## src/rtl/lzrw1_item_parser.sv

```systemverilog
// lzrw1_item_parser: turns a raw LZRW1 compressed byte stream into
// (item, flag) pairs for the decompressor. The parser reads a 16-bit control
// word, then one literal byte or a two-byte copy per control word bit. Each
// item is held on data_out until the decompressor takes it.
// Optional build macro LZRW1_HEADER_EN adds a 4-byte little-endian header
// ahead of the stream. A header value of 1 selects raw mode, where every byte
// is passed through as a literal.
module lzrw1_item_parser #(
  parameter int unsigned CW_BITS = 16
) (
  input  logic        clock,
  input  logic        reset,
  input  logic [7:0]  byte_in,
  input  logic        byte_in_valid,
  input  logic        byte_last,
  output logic        byte_in_ready,
  output logic [15:0] data_out,
  output logic        control_word_out,
  output logic        data_out_valid,
  input  logic        decompressor_busy,
  output logic        done,
  output logic        error
);

  localparam int unsigned IDX_W = $clog2(CW_BITS);

  typedef enum logic [2:0] {
    ST_CW_LO,
    ST_CW_HI,
    ST_ITEM_B0,
    ST_ITEM_B1,
    ST_EMIT,
    ST_DONE,
    ST_ERR
`ifdef LZRW1_HEADER_EN
    , ST_HDR
`endif
  } state_t;

  state_t             state;
  logic [15:0]        cw;
  logic [IDX_W-1:0]   idx;
  logic [7:0]         b0;
  logic               item_last;
  logic               accept;
  logic               is_copy;

`ifdef LZRW1_HEADER_EN
  logic [1:0]         hdr_cnt;
  logic [23:0]        hdr;
  logic               raw_mode;

  // In raw mode every payload byte is a literal, whatever cw holds
  assign is_copy = !raw_mode && cw[idx];
`else
  assign is_copy = cw[idx];
`endif

  assign accept = byte_in_valid && byte_in_ready;

  // Parser FSM; all outputs are registered alongside the state
  always_ff @(posedge clock) begin
    if (reset) begin
`ifdef LZRW1_HEADER_EN
      state    <= ST_HDR;
      hdr_cnt  <= 2'd0;
      hdr      <= 24'h0;
      raw_mode <= 1'b0;
`else
      state    <= ST_CW_LO;
`endif
      cw               <= 16'h0000;
      idx              <= '0;
      b0               <= 8'h00;
      item_last        <= 1'b0;
      byte_in_ready    <= 1'b0;
      data_out         <= 16'h0000;
      control_word_out <= 1'b0;
      data_out_valid   <= 1'b0;
      done             <= 1'b0;
      error            <= 1'b0;
    end else begin
      case (state)
`ifdef LZRW1_HEADER_EN
        ST_HDR: begin
          if (accept) begin
            hdr_cnt <= hdr_cnt + 2'd1;
            if (byte_last) begin
              state         <= ST_ERR;
              error         <= 1'b1;
              byte_in_ready <= 1'b0;
            end else if (hdr_cnt == 2'd3) begin
              if ({byte_in, hdr} == 32'd1) begin
                raw_mode <= 1'b1;
                state    <= ST_ITEM_B0;
              end else if ({byte_in, hdr} == 32'd0) begin
                state <= ST_CW_LO;
              end else begin
                state         <= ST_ERR;
                error         <= 1'b1;
                byte_in_ready <= 1'b0;
              end
            end else begin
              hdr[8*hdr_cnt +: 8] <= byte_in;
            end
          end else begin
            byte_in_ready <= 1'b1;
          end
        end
`endif
        ST_CW_LO: begin
          if (accept) begin
            cw[7:0] <= byte_in;
            if (byte_last) begin
              state         <= ST_ERR;
              error         <= 1'b1;
              byte_in_ready <= 1'b0;
            end else begin
              state <= ST_CW_HI;
            end
          end else begin
            byte_in_ready <= 1'b1;
          end
        end

        ST_CW_HI: begin
          if (accept) begin
            cw[15:8] <= byte_in;
            idx      <= '0;
            if (byte_last) begin
              state         <= ST_DONE;
              done          <= 1'b1;
              byte_in_ready <= 1'b0;
            end else begin
              state <= ST_ITEM_B0;
            end
          end else begin
            byte_in_ready <= 1'b1;
          end
        end

        ST_ITEM_B0: begin
          if (accept) begin
            if (!is_copy) begin
              data_out         <= {8'h00, byte_in};
              control_word_out <= 1'b0;
              data_out_valid   <= 1'b1;
              item_last        <= byte_last;
              state            <= ST_EMIT;
              byte_in_ready    <= 1'b0;
            end else if (byte_last) begin
              state         <= ST_ERR;
              error         <= 1'b1;
              byte_in_ready <= 1'b0;
            end else begin
              b0    <= byte_in;
              state <= ST_ITEM_B1;
            end
          end else begin
            byte_in_ready <= 1'b1;
          end
        end

        ST_ITEM_B1: begin
          if (accept) begin
            data_out         <= {b0, byte_in};
            control_word_out <= 1'b1;
            data_out_valid   <= 1'b1;
            item_last        <= byte_last;
            state            <= ST_EMIT;
            byte_in_ready    <= 1'b0;
          end else begin
            byte_in_ready <= 1'b1;
          end
        end

        ST_EMIT: begin
          if (!decompressor_busy) begin
            data_out_valid <= 1'b0;
            idx            <= idx + IDX_W'(1);
            if (item_last) begin
              state <= ST_DONE;
              done  <= 1'b1;
`ifdef LZRW1_HEADER_EN
            end else if (raw_mode) begin
              state         <= ST_ITEM_B0;
              byte_in_ready <= 1'b1;
`endif
            end else if (idx == IDX_W'(CW_BITS - 1)) begin
              state         <= ST_CW_LO;
              byte_in_ready <= 1'b1;
            end else begin
              state         <= ST_ITEM_B0;
              byte_in_ready <= 1'b1;
            end
          end
        end

        ST_DONE: begin
          byte_in_ready <= 1'b0;
          done          <= 1'b1;
        end

        ST_ERR: begin
          byte_in_ready <= 1'b0;
          error         <= 1'b1;
        end

        default: begin
          state         <= ST_ERR;
          byte_in_ready <= 1'b0;
          error         <= 1'b1;
        end
      endcase
    end
  end

endmodule

```

## config.mk

```make
export PLATFORM = sky130hd
export DESIGN_NAME = lzrw1_item_parser
export DESIGN_NICKNAME = d
export VERILOG_FILES = /design/src/rtl/lzrw1_item_parser.sv
export SDC_FILE = /design/constraint.sdc
export NUM_CORES = 1
export LEC_CHECK = 0
export ABC_CLOCK_PERIOD_IN_PS = 3460
export CORE_ASPECT_RATIO = 0.5
export CORE_UTILIZATION = 45
export DETAILED_ROUTE_END_ITERATION = 8
export PLACE_DENSITY = 0.78
export SYNTH_ARGS = -nofsm -noshare
export SYNTH_HDL_FRONTEND = slang
export SYNTH_SLANG_ARGS = --single-unit
```

## constraint.sdc

```tcl
create_clock -name clock -period 3.46 [get_ports clock]
set_input_delay 0.346 -clock clock [delete_from_list [all_inputs] [get_ports clock]]
set_output_delay 0.346 -clock clock [all_outputs]
set_load 0.05 [all_outputs]
```

# --- After elaboration in Yosys (flattened, before gate mapping) ---
# Cells that the tools add are included.
word_totals:
  reg_bits: 53
  latchBits: 0
  mem_bits_rw: 0
  romBits: 0
  in_bits: 13
  out_inout_bits: 21
  mem_count: 0
classes:
  add_sub_neg: 1
  n_mul: 0
  n_div: 0
  n_lt_le_gt_ge: 1
  eq_ne: 17
  shift: 0
  muxes: 51
  bitwise: 3
  n_reduce_logical: 19
op_table:
  columns: ["cell", "n"]
  rows:
  - ["two-way mux 16 bit", 3]
  - ["one-hot mux 16 bit (2 select lines)", 1]
  - ["two-way mux 3 bit", 10]
  - ["two-way mux 1 bit", 25]
  - ["!= test 2 bit, second input constant", 10]
  - ["one-hot mux 3 bit (6 select lines)", 1]
  - ["AND reduction 4 bit", 3]
  - ["AND reduction 5 bit", 2]
  - ["equality test 3 bit, second input constant", 3]
  - ["one-hot mux 1 bit (3 select lines)", 3]
  - ["two-way mux 4 bit", 2]
  - ["one-hot mux 4 bit (2 select lines)", 1]
  - ["equality test 3 x 2 -> 1 bit, second input constant", 2]
  - ["AND reduction 2 bit", 3]
  - ["AND reduction 6 bit", 1]
  - ["nonzero test 3 bit", 2]
  - ["< comparator 4 x 5 -> 1 bit, second input constant", 1]
  - ["adder 4 x 1 -> 4 bit, second input constant", 1]
  - ["binary-select mux 1 bit (select 4 bit)", 1]
  - ["equality test 4 bit, second input constant", 1]
  - ["one-hot mux 1 bit (2 select lines)", 2]
  - ["one-hot mux 1 bit (4 select lines)", 1]
  - ["nonzero test 2 bit", 2]
  - ["OR reduction 2 bit", 2]
  - ["7 further kinds", 9]

# --- Depth between registers and ports, before layout ---
# Gate-level depths: netlist of run 1.
depth:
  word_depth: 5
  depth_mapped: 7

# --- Worst setup path after synthesis of run 1 ---
# OpenSTA, ideal clock, no wires.
synth_timing:
  kind: "reg2reg"
  start: "reg idx[0]"
  end: "reg b0[0]"
  setup_ns: 0.072
  t_arrival_ns: 2.005
  required_ns: 3.388
  path_slack_ns: 1.383
  stages_incl_launch_ff: 8
  path_buffers: 2
  cell_sequence: "dfxtp_1 buf_6 mux2i_1 a22o_1 or4_4 buf_6 a211oi_4 mux2i_1"
synth_via:
  elab_chain_cells: 3
synth_lines:
  columns: ["element", "line_no", "text"]
  rows:
  - ["from (decl)", "42", "logic [IDX_W-1:0] idx;"]
  - ["from (signal assigned)", "180", "idx <= idx + IDX_W'(1);"]
  - ["binary-select mux 1 bit (select 4 bit)", "56", "assign is_copy = cw[idx];"]
  - ["two-way mux 1 bit (not written as such)", "56", null]
  - ["AND reduction 4 bit (no line)", null, null]
  - ["to (signal assigned)", "156", "b0 <= byte_in;"]
  - ["to (decl)", "43", "logic [7:0] b0;"]
# Every way passes these cells. The select of a mux whose other input is x is not followed.
# A chain may end at the register's enable or synchronous reset.

# --- Worst setup path in the final report of run 1 ---
layout_timing:
  start: "reg idx[0]"
  end: "reg b0[6]"
# Same word-level chain as after synthesis.

==> results of run 1 <==
## synthesized netlist by cell type (all sizes together)
| cell | instances | area, um2 |
|---|---|---|
| o21bai | 1 | 7.51 |
| a22o | 1 | 8.76 |
| nor2 | 30 | 113 |
| a21oi | 17 | 85.1 |
| nor4 | 1 | 6.26 |
| buf | 8 | 62.6 |
| ha | 1 | 12.5 |
| inv | 2 | 7.51 |
| a2bb2oi | 1 | 8.76 |
| clkbuf | 11 | 41.3 |
| o21ai | 1 | 5.00 |
| nand2b | 26 | 163 |
| o221a | 1 | 11.3 |
| a22oi | 1 | 7.51 |
| or4 | 1 | 11.3 |
| nand3 | 9 | 50.1 |
| nand2 | 15 | 56.3 |
| a211oi | 4 | 42.5 |
| nor3b | 1 | 7.51 |
| nor2b | 13 | 81.3 |
| o32ai | 1 | 8.76 |
| and3 | 1 | 6.26 |
| mux2i | 30 | 300 |
| and2 | 3 | 18.8 |
| a32oi | 1 | 8.76 |
| o2bb2ai | 1 | 8.76 |
| xor2 | 2 | 17.5 |
| o31ai | 2 | 15.0 |
| dfxtp | 53 | 1060 |
| o32a | 1 | 10.0 |
| nand4 | 3 | 18.8 |
| nor3 | 12 | 60.1 |
| and4 | 1 | 8.76 |
| mux2 | 11 | 124 |
| o21a | 2 | 15.0 |
| a31oi | 3 | 18.8 |
## per-stage QoR
step | total power [mW] | setup slack [ns]
6_report | 1.13 | 1.12
4_1_cts | 1.14 | 1.13
3_3_place_gp | 0.788 | 1.26
3_5_place_dp | 0.792 | 1.15
5_1_grt | 1.18 | 1.03
2_1_floorplan | 0.745 | 1.38
## per-layer routing
metal / wire [um] / part of all wire, %
met1: 2570 / 50
met2: 2240 / 44
met3: 297 / 5.8
met4: 34 / 0.66
met5: 0 / 0
## worst register-to-register path: stages (launching register included)
cell and delay (ns):
dfxtp_1 0.56, mux2i_1 0.14, a22o_1 0.28, or4_4 0.47, a211oi_4 0.57, mux2i_1 0.25
## state kept, by name, summed over array words and instances, names as in the netlist
| signal | flops |
|---|---|
| done | 1 |
| data_out | 16 |
| byte_in_ready | 1 |
| state | 3 |
| item_last | 1 |
| data_out_valid | 1 |
| cw | 16 |
| idx | 4 |
| b0 | 8 |
| control_word_out | 1 |
| error | 1 |
## worst max-delay path by stage
| stage | cells after the start | start | to | slack, ns |
|---|---|---|---|---|
| 6_report | 5 | idx[0] | b0[6] | 1.12 |
| 5_1_grt | 5 | idx[0] | b0[6] | 1.03 |
| 4_1_cts | 5 | idx[0] | b0[5] | 1.13 |
| 3_5_place_dp | 5 | idx[0] | b0[1] | 1.15 |
| 3_3_place_gp | 5 | idx[0] | b0[6] | 1.26 |
| 2_1_floorplan | 7 | idx[0] | b0[0] | 1.38 |
## power breakdown
part	internal (mW)	total, mW	switching (mW)
Sequential	0.624	0.640	0.0166
Clock	0.158	0.350	0.192
Combinational	0.0561	0.138	0.0814
## cells in the final DEF, fill, tap and decap left out, types with 4 or more instances in the layout
master,netlist,layout
dfxtp_1,53,53
clkdlybuf4s50_1,0,32
mux2i_1,30,30
nor2_1,30,30
nand2b_1,26,26
a21oi_1,17,17
nand2_1,15,15
nor2b_1,13,13
nor3_1,12,12
mux2_1,10,10
nand3_1,8,8
clkbuf_8,0,6
buf_4,2,4
## cell families after synthesis
family / count (synthesis) / share of synthesized area [%]
muxes: 41 / 17.0
buffers and inverters: 21 / 4.47
and+or+nand+nor: 116 / 24.1
AOI/OAI and AO/OA: 38 / 10.5
DFF: 53 / 42.6
xor gates and xnor gates: 2 / 0.704
adders and majority gates: 1 / 0.503
## final cells by class
type,count,area share (%)
Clock buffer,6,2.83
Tap cell,70,3.00
Multi-Input combinational cell,198,45.1
Timing Repair Buffer,37,12.2
Clock inverter,1,0.257
Sequential cell,53,36.4
Inverter,2,0.257
==> flow_summary.toml, run 1 <==
[routing]
wl_per_cell_um = 14.0
route.detailed.drc = 0
drt-total-wl_mm = 5.14
first_pass_iters = 4
viasPerCell = 5.19
drtAntennaViolNets = 0
drt-initial-drc-count = 213
via_count = 1906

[min_path]
holdPathEnd = "cw[3]"
hold_path.class = "flip-flop to flip-flop"
hold_path_depth = 2
hp-start = "cw[3]"

[critical_path]
path_buf_inv = 0
rrSetupSlack_ns = 1.12
crit_family = "compound AO/OA/AOI/OAI gates"
cp.arrival_ns = 2.57
crit_path_end_kind = "flip-flop"
reg2reg_from = "idx[0]"
slowest_stage = "a211oi_4"
critPathKind = "flip-flop to flip-flop"
cpMostUsedCell = "mux2i_1"
crit_chain = "mux2i_1 > a22o_1 > or4_4 > a211oi_4 > mux2i_1"
setup.worst_path.start_class = "flip-flop"
cp_max_fo = 9
rr_endpoint = "b0[6]"
crit_required_ns = 3.69
rr_worst_depth = 5
cp_slowest_stage_delay_ns = 0.57

[grt]
grt_max_degree = 64
grt_use_met1_pct = 25.6
grt_util_all_layers_pct = 18.7
grt_use_met2_pct = 29.6
overflow = 0
busiest_layer = "met2"
grt_pass1_vias = 1706
antenna_found_initial = 0
grt_first_pass_wirelength_mm = 8.25
grt_use_met3_pct = 3.93

[yosys]
ys_types = 42
ys_warn_count = 0
yosys_register_bits = 53
postSynthAreaPerCell_um2 = 9.15
syn-num-nets = 286
synthCells = 272
yosysSeqAreaShare_pct = 42.6
synth_area_um2 = 2490

[die]
die_height_um = 54.6
die_w_um = 107
fp-row-count = 18
start_util_pct = 48.7
dieArea_um2 = 5850
core_region_area_um2 = 5110
ioPinCount = 34

[run]
cap_violations = 0

[layout]
stdcell_count = 367
n_antenna_cell = 0
nNetsFinal = 311
fin_area_um2 = 2920
multiInputGateArea_um2 = 1320
fill_cells = 454
drive_above_1_share_pct = 5.72
post-route-util_pct = 57.1
area_growth_pct = 17.2
seq_area_um2 = 1060

[cts]
clock-sinks = 53
clk_pin_slew_ns = 0.09
cts_tree = "built"
cts_buffer_depth = 2
worstSkewPairLatency_ns = 0.30
cts_resized = 0
cts_hold_buf = 0
clockRootBuffer = "clkbuf_8"
post_cts_buffers = 0
htreeDepth = 2
cts-buffers-inserted = 5

[sta]
setup_viol = 0
fmax_mhz = 427
skew_ns = 0.00732
fin_crit_sh_pct = 67.7
rsz0062_at_grt = "no"
slew_viol_final = 0
post-route-min-period_ns = 2.34
finalSetupTns_ns = 0
hold_viol = 0
maxSlewHeadroom_pct = 35.7
tightest_slew_ns = 0.964
whs_ns = 0.461

[place]
dpl.cell_count = 360
portBuffers = 33
gp_congestion = 0.852
hpwlAfterDp_mm = 3.71
place_area_um2 = 2830

[status]
outcome = "finished, final reports clean"

[power]
p_leak_nw = 1.06
max-vdd-ir-drop_v = 0.000179
p_per_area_nw_per_um2 = 387
No activity file was read; power rests on OpenSTA's default activity.
==> run 2, diff against run 1 <==
--- a/config.mk
+++ b/config.mk
@@ -5,11 +5,11 @@
 export SDC_FILE = /design/constraint.sdc
 export NUM_CORES = 1
 export LEC_CHECK = 0
-export ABC_CLOCK_PERIOD_IN_PS = 3460
+export ABC_CLOCK_PERIOD_IN_PS = 2100
 export CORE_ASPECT_RATIO = 0.5
 export CORE_UTILIZATION = 45
 export DETAILED_ROUTE_END_ITERATION = 8
-export PLACE_DENSITY = 0.78
+export PLACE_DENSITY = 0.8
 export SYNTH_ARGS = -nofsm -noshare
 export SYNTH_HDL_FRONTEND = slang
 export SYNTH_SLANG_ARGS = --single-unit
==> constraint.sdc (replaced) <==
create_clock -name clock -period 2.1 [get_ports clock]
set_input_delay 0.21 -clock clock [delete_from_list [all_inputs] [get_ports clock]]
set_output_delay 0.21 -clock clock [all_outputs]
set_load 0.05 [all_outputs]
==> run 2 against run 1 <==
Critical path depth up 1. Clock skew rose by 0.011 ns. Final cell count up 3.8%. Sequential share of layout area down 1.8 points. Sequential power increased by 64%. Die area stayed put. Maximum frequency is 15% higher. Largest cell class unchanged. Largest power group unchanged.
==> flow_summary.toml, run 2 (same netlist as run 1, synthesis figures left out) <==
[critical_path]
cp_max_fo = 8
crit_required_ns = 2.35
cp.arrival_ns = 2.28
crit_path_end_kind = "flip-flop"
critPathKind = "flip-flop to flip-flop"
setup.worst_path.start_class = "flip-flop"

[cts]
cts-buffers-inserted = 5
clock-sinks = 53
htreeDepth = 2
cts_hold_buf = 0
cts_tree = "built"
clockRootBuffer = "clkbuf_8"
worstSkewPairLatency_ns = 0.32
clk_pin_slew_ns = 0.10
cts_buffer_depth = 2

[sta]
tightest_slew_ns = 0.553
setup_slack_ns = 0.0647
rsz0062_at_grt = "no"
setup_viol = 0
maxSlewHeadroom_pct = 63.1
skew_ns = 0.0182
slew_viol_final = 0
fin_crit_sh_pct = 96.9
fmax_mhz = 491
hold_viol = 0
post-route-min-period_ns = 2.04

[layout]
n_antenna_cell = 0
final_cell_mix = "dfxtp_1 (51), clkdlybuf4s50_1 (32), mux2i_1 (30), nor2_1 (30), nand2b_1 (26)"
mostFrequentLayoutCell = "dfxtp_1"
nNetsFinal = 324
top_regs = "cw x16, data_out x16, b0 x8"
drive_above_1_share_pct = 11.9
area_growth_pct = 23.6

[die]
die_height_um = 54.6
core_region_area_um2 = 5110
ioPinCount = 34
dieArea_um2 = 5850
die_w_um = 107
fp-row-count = 18
start_util_pct = 48.7

[place]
gp_congestion = 0.853
portBuffers = 33
place_ws_ns = -0.0238
hpwlAfterDp_mm = 4.03

[power]
power_mw = 2.01
p_per_area_nw_per_um2 = 654
max-vdd-ir-drop_v = 0.000320
p_leak_nw = 1.14

[grt]
grt_use_met2_pct = 35.3
antenna_found_initial = 0
overflow = 0
busiest_layer = "met2"
grt_util_all_layers_pct = 20.1
grt_first_pass_wirelength_mm = 8.78
grt_use_met1_pct = 25.2
grt_max_degree = 36
grt_pass1_vias = 1861
grt_use_met3_pct = 3.57

[routing]
drt-total-wl_mm = 5.71
viasPerCell = 5.41
via_count = 2060
wl_per_cell_um = 15.0
drt-initial-drc-count = 131
drtAntennaViolNets = 0
first_pass_iters = 4
route.detailed.drc = 0

[run]
cap_violations = 0

[status]
outcome = "finished, final reports clean"

[min_path]
hold_path.class = "primary input to flip-flop"
-- run 2: changes by cell type in the layout (fill, tap and decap cells not counted), sizes merged --
cell      previous run  this run
buf                  5        18
bufinv               0         1
inv                  2         3
clkinvlp             1         0
clkinv               0         1
clkbuf               6         5
-- run 2: final timing paths --
check | from | to | slack [ns] | depth (start not counted)
worst max-delay path | idx[0] | b0[6] | 0.06 | 6
worst min-delay path | reset | done | 0.39 | 2
worst max register to register | idx[0] | b0[6] | 0.06 | 6
worst min register to register | cw[7] | cw[7] | 0.47 | 2
-- run 2: metrics by stage --
stage / hold WS [ns] / instances / instance area [um2] / TNS (ns) / util, %
3_3_place_gp: 0.447 / 370 / 2920 / 0 / 57.0
5_1_grt: 0.443 / 381 / 3080 / 0 / 60.2
4_1_cts: 0.398 / 378 / 3030 / 0 / 59.3
3_5_place_dp: 0.452 / 370 / 2920 / -0.0238 / 57.0
6_report: 0.391 / 381 / 3080 / 0 / 60.2
2_1_floorplan: 0.357 / 272 / 2490 / 0 / -
-- run 2: routing by layer --
layer,part of all wire (%),wire [um]
met5,0,0
met4,1.3,73
met3,5.3,305
met2,46,2650
met1,47,2680
-- run 2: power by group --
group          total (mW)  switching [mW]  internal [mW]
sequential           1.05          0.0177           1.03
clock               0.711           0.353          0.358
combinational       0.255           0.153          0.102
total                2.01           0.524           1.49
-- run 2: timing repair --
item                                    in CTS  in global routing
pin swaps                                    0                  2
resized for setup                            2                  6
setup buffers                                0                  2
endpoints found under the setup margin      17                 16
cloned                                       0                  1
-- run 2: cell type report --
class | count | area (um2)
well taps | 70 | 87.6
inverters | 2 | 7.51
clock buffers | 5 | 68.8
multi-input cells | 198 | 1340
clock inverters | 3 | 43.8
repair buffers | 50 | 465
fillers | 431 | 2040
flip-flops and latches | 53 | 1060
-- run 2: critical path, cell delays in order (launching register included) --
cell	delay, ns
dfxtp_2	0.45
mux2i_1	0.13
a22o_1	0.30
or4_4	0.48
a211oi_4	0.26
buf_12	0.17
mux2i_1	0.18
